File: src/rtl/logic_sweep_pkg.sv
`default_nettype none
// ============================================================================
//  Module   : logic_sweep_pkg
//  Purpose  : Shared types and helpers for the logic-function sweeper.
//             Holds the FSM state enum, the two single-bit logic functions
//             and a popcount helper.
//  Revision : 1.0  initial release
// ============================================================================
package logic_sweep_pkg;

    // Widest operand the sweeper supports. The popcount helper is sized for it.
    localparam int MAX_N = 8;

    typedef enum logic [1:0] {
        IDLE  = 2'd0,
        SWEEP = 2'd1,
        DONE  = 2'd2
    } state_e;

    // x = ~c ^ (a|b), evaluated on one bit position
    function automatic logic f_x(input logic a, input logic b, input logic c);
        return ~c ^ (a | b);
    endfunction

    // y = (a|b) & (~(a&b) ^ (a|b)), evaluated on one bit position.
    // Kept in its original form even though it reduces to a&b.
    function automatic logic f_y(input logic a, input logic b);
        return (a | b) & (~(a & b) ^ (a | b));
    endfunction

    // Number of set bits in an operand of up to MAX_N bits
    function automatic logic [3:0] popcount(input logic [MAX_N-1:0] v);
        logic [3:0] n;
        n = '0;
        for (int i = 0; i < MAX_N; i++) begin
            n = n + {3'b000, v[i]};
        end
        return n;
    endfunction

endpackage
`default_nettype wire

File: src/rtl/logic_func_core.sv
`default_nettype none
// ============================================================================
//  Module   : logic_func_core
//  Purpose  : Purely combinational N-bit evaluation of the x/y functions.
//  Ports    : a_i, b_i, c_i  N-bit operands
//             x_o            ~c ^ (a|b)
//             y_o            (a|b) & (~(a&b) ^ (a|b))
//  Revision : 1.0  initial release
// ============================================================================
module logic_func_core
    import logic_sweep_pkg::*;
#(
    parameter int N = 1
) (
    input  logic [N-1:0] a_i,
    input  logic [N-1:0] b_i,
    input  logic [N-1:0] c_i,
    output logic [N-1:0] x_o,
    output logic [N-1:0] y_o
);

    for (genvar i = 0; i < N; i++) begin : g_bit
        assign x_o[i] = f_x(a_i[i], b_i[i], c_i[i]);
        assign y_o[i] = f_y(a_i[i], b_i[i]);
    end

endmodule
`default_nettype wire

File: src/rtl/logic_func_sweeper.sv
`default_nettype none
// ============================================================================
//  Module   : logic_func_sweeper
//  Purpose  : Clocked evaluator of x = ~c ^ (a|b) and
//             y = (a|b) & (~(a&b) ^ (a|b)) over N-bit operands.
//             Direct mode: one operand set per valid/ready handshake,
//             result one cycle later.
//             Sweep mode : steps {a,b,c} through all 2^(3N) combinations,
//             accumulating the popcounts of x and y.
//  Ports    : clk, rst_n          clock, asynchronous active-low reset
//             start, abort        sweep request / sweep termination
//             in_valid, in_ready  direct-mode handshake
//             a_in, b_in, c_in    direct operands
//             x_out, y_out        registered results, out_valid qualifies
//             busy, done          sweep in progress / completion pulse
//             x_ones, y_ones      accumulated popcounts of the sweep
//             sig                 sweep signature (only with the macro)
//  Options  : LOGIC_SWEEP_SIGNATURE_EN adds the sig output, a rotate-xor
//             signature of every {x,y} produced during a sweep.
//  Revision : 1.0  initial release
// ============================================================================
module logic_func_sweeper
    import logic_sweep_pkg::*;
#(
    parameter  int N     = 1,
    localparam int CNT_W = 3*N + $clog2(N) + 1
) (
    input  logic             clk,
    input  logic             rst_n,
    input  logic             start,
    input  logic             abort,
    input  logic             in_valid,
    output logic             in_ready,
    input  logic [N-1:0]     a_in,
    input  logic [N-1:0]     b_in,
    input  logic [N-1:0]     c_in,
    output logic [N-1:0]     x_out,
    output logic [N-1:0]     y_out,
    output logic             out_valid,
    output logic             busy,
    output logic             done,
    output logic [CNT_W-1:0] x_ones,
    output logic [CNT_W-1:0] y_ones
`ifdef LOGIC_SWEEP_SIGNATURE_EN
    ,
    output logic [2*N-1:0]   sig
`endif
);

    localparam int CNT_BITS = 3*N;

    state_e               state_q;
    logic [CNT_BITS-1:0]  cnt_q;
    logic [CNT_BITS-1:0]  cnt_d;
    logic [N-1:0]         x_out_q;
    logic [N-1:0]         y_out_q;
    logic                 out_valid_q;
    logic                 busy_q;
    logic                 done_q;
    logic [CNT_W-1:0]     x_ones_q;
    logic [CNT_W-1:0]     y_ones_q;
    logic [CNT_W-1:0]     x_ones_d;
    logic [CNT_W-1:0]     y_ones_d;

    logic [N-1:0]         op_a;
    logic [N-1:0]         op_b;
    logic [N-1:0]         op_c;
    logic [N-1:0]         fx;
    logic [N-1:0]         fy;
    logic [MAX_N-1:0]     fx_ext;
    logic [MAX_N-1:0]     fy_ext;
    logic                 last_vec;

    // The single function core is shared: during a sweep the counter
    // drives it, otherwise the direct operands do.
    always_comb begin
        if (state_q == SWEEP) begin
            op_a = cnt_q[CNT_BITS-1 -: N];
            op_b = cnt_q[2*N-1 -: N];
            op_c = cnt_q[N-1:0];
        end else begin
            op_a = a_in;
            op_b = b_in;
            op_c = c_in;
        end
    end

    logic_func_core #(
        .N (N)
    ) u_core (
        .a_i (op_a),
        .b_i (op_b),
        .c_i (op_c),
        .x_o (fx),
        .y_o (fy)
    );

    // Widen the results to the popcount helper's fixed width
    always_comb begin
        fx_ext        = '0;
        fy_ext        = '0;
        fx_ext[N-1:0] = fx;
        fy_ext[N-1:0] = fy;
    end

    assign x_ones_d = x_ones_q + CNT_W'(popcount(fx_ext));
    assign y_ones_d = y_ones_q + CNT_W'(popcount(fy_ext));
    assign cnt_d    = cnt_q + CNT_BITS'(1);
    assign last_vec = (cnt_q == '1);

    // start has priority over a direct transfer in IDLE
    assign in_ready = (state_q == IDLE) && !start;

`ifdef LOGIC_SWEEP_SIGNATURE_EN
    logic [2*N-1:0] sig_q;
    logic [2*N-1:0] sig_d;

    generate
        if (N == 1) begin : g_sig_rot1
            assign sig_d = {sig_q[0], sig_q[1]} ^ {fx, fy};
        end else begin : g_sig_rotn
            assign sig_d = {sig_q[2*N-2:0], sig_q[2*N-1]} ^ {fx, fy};
        end
    endgenerate

    always_ff @(posedge clk or negedge rst_n) begin
        if (!rst_n) begin
            sig_q <= '0;
        end else if (state_q == IDLE && start) begin
            sig_q <= '0;
        end else if (state_q == SWEEP && !abort) begin
            sig_q <= sig_d;
        end
    end

    assign sig = sig_q;
`endif

    always_ff @(posedge clk or negedge rst_n) begin
        if (!rst_n) begin
            state_q     <= IDLE;
            cnt_q       <= '0;
            x_out_q     <= '0;
            y_out_q     <= '0;
            out_valid_q <= 1'b0;
            busy_q      <= 1'b0;
            done_q      <= 1'b0;
            x_ones_q    <= '0;
            y_ones_q    <= '0;
        end else begin
            out_valid_q <= 1'b0;
            done_q      <= 1'b0;
            case (state_q)
                IDLE: begin
                    if (start) begin
                        state_q  <= SWEEP;
                        busy_q   <= 1'b1;
                        cnt_q    <= '0;
                        x_ones_q <= '0;
                        y_ones_q <= '0;
                    end else if (in_valid) begin
                        x_out_q     <= fx;
                        y_out_q     <= fy;
                        out_valid_q <= 1'b1;
                    end
                end
                SWEEP: begin
                    if (abort) begin
                        // Vector under evaluation is dropped, counters keep
                        // their partial sums.
                        state_q <= IDLE;
                        busy_q  <= 1'b0;
                    end else begin
                        x_out_q     <= fx;
                        y_out_q     <= fy;
                        out_valid_q <= 1'b1;
                        x_ones_q    <= x_ones_d;
                        y_ones_q    <= y_ones_d;
                        cnt_q       <= cnt_d;
                        if (last_vec) begin
                            state_q <= DONE;
                            busy_q  <= 1'b0;
                            done_q  <= 1'b1;
                        end
                    end
                end
                DONE: begin
                    state_q <= IDLE;
                end
                default: begin
                    state_q <= IDLE;
                    busy_q  <= 1'b0;
                end
            endcase
        end
    end

    assign x_out     = x_out_q;
    assign y_out     = y_out_q;
    assign out_valid = out_valid_q;
    assign busy      = busy_q;
    assign done      = done_q;
    assign x_ones    = x_ones_q;
    assign y_ones    = y_ones_q;

endmodule
`default_nettype wire

File: config.mk
export PLATFORM = sky130hd
export DESIGN_NAME = logic_func_sweeper
export DESIGN_NICKNAME = d
export VERILOG_FILES = /design/src/rtl/logic_sweep_pkg.sv /design/src/rtl/logic_func_core.sv /design/src/rtl/logic_func_sweeper.sv
export SDC_FILE = /design/constraint.sdc
export NUM_CORES = 1
export LEC_CHECK = 0
export CORE_UTILIZATION = 35
export CTS_CLUSTER_SIZE = 30
export DETAILED_ROUTE_END_ITERATION = 10
export PLACE_DENSITY = 0.62
export SYNTH_ARGS = -nofsm -noshare
export SYNTH_HDL_FRONTEND = slang
export SYNTH_HIERARCHICAL = 1
export SYNTH_SLANG_ARGS = --single-unit
File: constraint.sdc
create_clock -name clk -period 2.2 [get_ports clk]
set_clock_uncertainty 0.05 [all_clocks]
set_input_delay 0.44 -clock clk [delete_from_list [all_inputs] [get_ports clk]]
set_output_delay 0.44 -clock clk [all_outputs]
set_load 0.005 [all_outputs]
==> flow_summary.toml <==
[outcome]
run_status = "finished clean"

[synth]
syn-num-nets = 101
ys_warn_count = 6
avgSynthCellArea_um2 = 10.70
synthesis.area_um2 = 930.9
synth_largest_type_area_fraction = 0.4839
synth_seq_area_share = 0.4839
synthDominantAreaCellType = "dfrtp_1"
postSynthCellCount = 87
number_of_distinct_library_cells_after_synthesis = 27
synth_seq_cells = 18
synth.area.top_cells = "dfrtp_1 (48%), ha_1 (8.1%), mux2i_1 (7.5%)"

[worst_setup_path]
reg_to_reg_critical_path_startpoint = "state_q[1]"
path_max_fanout = 5
critical_path_arrival_ps = 2370
crit_path_end_kind = "register"
worst_path_max_delay_cell = "dfrtp_1"
timing.setup.critical_path_class = "reg -> reg"
worstPathCellList = "nor2b_1 > buf_4 > mux2_4 > nor2_4 > xor2_2 > ha_2 > ha_4 > inv_2 > or3_1 > a21oi_1"
timing.critical_path.from_type = "register"
path_buf_inv = 2
critical-path-max-stage-delay_ps = 390
depth_of_the_most_critical_reg_to_reg_path = 10
worstReg2RegEnd = "x_ones[2]"
reg2reg_slack_ps = 4
timing.critical_path.required_ps = 2370
worst_path_dominant_cell_family = "simple AND/OR/NAND/NOR gates"

[route]
drt_pass1_iterations = 2
detail_route.wirelength_um = 1791
routed_wire_length_per_instance_um = 12.35
drcViolationCount = 0
num_vias = 693
initialDrtViolationCount = 14
vias_per_cell = 4.779
ant_nets = 0

[floorplanning]
floorplan.die_area_mm2 = 0.002870
dieHeight_um = 53.57
initial_core_util = 0.3724
core-area_mm2 = 0.002500
io_pins = 22
num_rows = 18
die-width_um = 53.57

[sta]
finalHoldViolCount = 0
final_setup_violations = 0
maxSlewViolCount = 0
final_hold_slack_ps = 409.7
worst_pin_slew_ps = 455.9
fin_crit_ps = 2196
timing.final.ws_setup_ps = 3.724
fmax_ghz = 0.4553
grt_setup_unrepaired = "yes"
period_share = 0.9983
timing.max_slew.rel_slack = 0.6954

[final_layout]
number_of_fill_cells_in_the_layout = 248
area_growth_pct = 38.04
layout.nets = 130
drive_above_1_share = 0.2087
diodes_inserted = 0
number_of_non_filler_instances_in_the_completed_layout = 145

[power_and_ir_drop]
power-per-cell-area_mw_per_mm2 = 827.4
ir_drop_uv = 440.1
leakagePower_nw = 0.6018
post_layout_total_power_mw = 1.063

[clock_tree]
clock_insertion_delay_worst_skew_ps = 290
clk_transition_reported_paths_ps = 100
cts.path.max_buffers = 2
cts_hold_buf = 0
cts.sink_count = 18
tritoncts = "yes"
numCtsBuffers = 3
ctsHtreeMaxLevel = 1
cts_root_buffer = "clkbuf_4"

[hold_path]
timing.hold.worst.class = "in -> async"

[place]
gp_congestion = 0.7378
place_ws_ps = -180.8
portBuffers = 21
dp_hpwl_um = 1359
dpl.cell_count = 140

[flow_run]
drv_cap = 0

[global_routing]
grt_first_pass_wirelength_um = 3167
initial_antenna_violation_count = 0
grt-ovfl-total = 0
largest_net_degree_at_the_start_of_global_routing = 19
vias_in_the_first_global_route = 719
global_route.usage.total = 0.1566
## routing by layer
layer | wire length (um) | GRT usage | vias up
met1 | 829 | 0.1898 | 326
li1 | - | - | 348
met5 | 0 | 0 | -
met4 | 30 | 0.07895 | 0
met2 | 862 | 0.2667 | 15
met3 | 68 | 0.02542 | 4
## where the power goes
group          total [mW]  internal, mW  switching, mW
Clock               0.203         0.101          0.103
Sequential          0.450         0.397         0.0534
Combinational       0.410         0.243          0.167
## synthesized netlist by cell type
cell type	number
dfrtp_1	18
inv_1	9
mux2i_1	7
nand2_1	7
ha_1	6
mux2_2	6
o21ai_0	5
a21oi_1	3
or3_1	3
a21o_1	2
and2_1	2
clkbuf_1	2
nor2_1	2
nor3b_1	2
and2_2	1
buf_4	1
clkbuf_2	1
nand2b_1	1
nand3_1	1
nand4_1	1
nor2b_1	1
nor3_1	1
nor4b_1	1
or2b_1	1
or3b_1	1
or3b_2	1
xor2_1	1
## placed cells by master, fill, tap and decap left out, types with 2 or more instances in the layout
cell and instances:
a21o_1 2, a21oi_1 3, and2_1 2, buf_4 7
clkbuf_4 3, clkdlybuf4s50_1 21, dfrtp_1 18, ha_1 4
inv_1 8, mux2_2 4, mux2_4 2, mux2i_1 7
nand2_1 7, nor3b_1 2, o21ai_0 5, or3_1 3
## stage by stage
| step | cell area, um^2 | TNS (ps) | utilization |
|---|---|---|---|
| floorplan | 953.4 | -57.49 | - |
| global placement | 1219 | -137.1 | 0.4875 |
| detailed placement | 1219 | -180.8 | 0.4875 |
| CTS | 1267 | -31.21 | 0.5070 |
| global route | 1285 | -135.0 | 0.5140 |
| finish | 1285 | 0 | 0.5140 |
## worst max path at each step
stage,startpoint,to,slack (ps),cells past startpoint
6_report,state_q[1],x_ones[2],4,10
5_1_grt,state_q[1],x_ones[2],-140,10
4_1_cts,state_q[1],x_ones[2],-30,10
3_5_place_dp,a_in,x_ones[2],-180,9
3_3_place_gp,a_in,x_ones[2],-140,9
2_1_floorplan,state_q[0],x_ones[2],-60,11
## state kept, by name, summed over array words and instances, names as in the netlist
| name | count |
|---|---|
| x_ones | 4 |
| y_ones | 4 |
| cnt_q | 3 |
| state_q | 2 |
| busy | 1 |
| done | 1 |
| out_valid | 1 |
| x_out | 1 |
| y_out | 1 |
## layout make-up
type                            instances  area (um^2)  area share
Timing Repair Buffer                   28        262.8      0.2045
Tap cell                               30        37.54     0.02921
Clock buffer                            4        36.28     0.02824
Multi-Input combinational cell         56        464.2      0.3612
Inverter                                9        33.78     0.02629
Sequential cell                        18        450.4      0.3505
## logic make-up after synthesis
family / count (synthesis) / share of synthesized area
buffers and inverters: 13 / 0.05779
xor gates and xnor gates: 1 / 0.009410
and+or+nand+nor: 26 / 0.1613
adders and majority gates: 6 / 0.08064
AOI/OAI and AO/OA: 10 / 0.05913
DFF: 18 / 0.4839
muxes: 13 / 0.1478
## timing repair
action                     CTS  global route
gates resized for setup      1             3
pin swaps                    2             4
buffers inserted             1             0
setup endpoints to repair    1             1
Note: power is estimated with default switching activity, not from simulation.
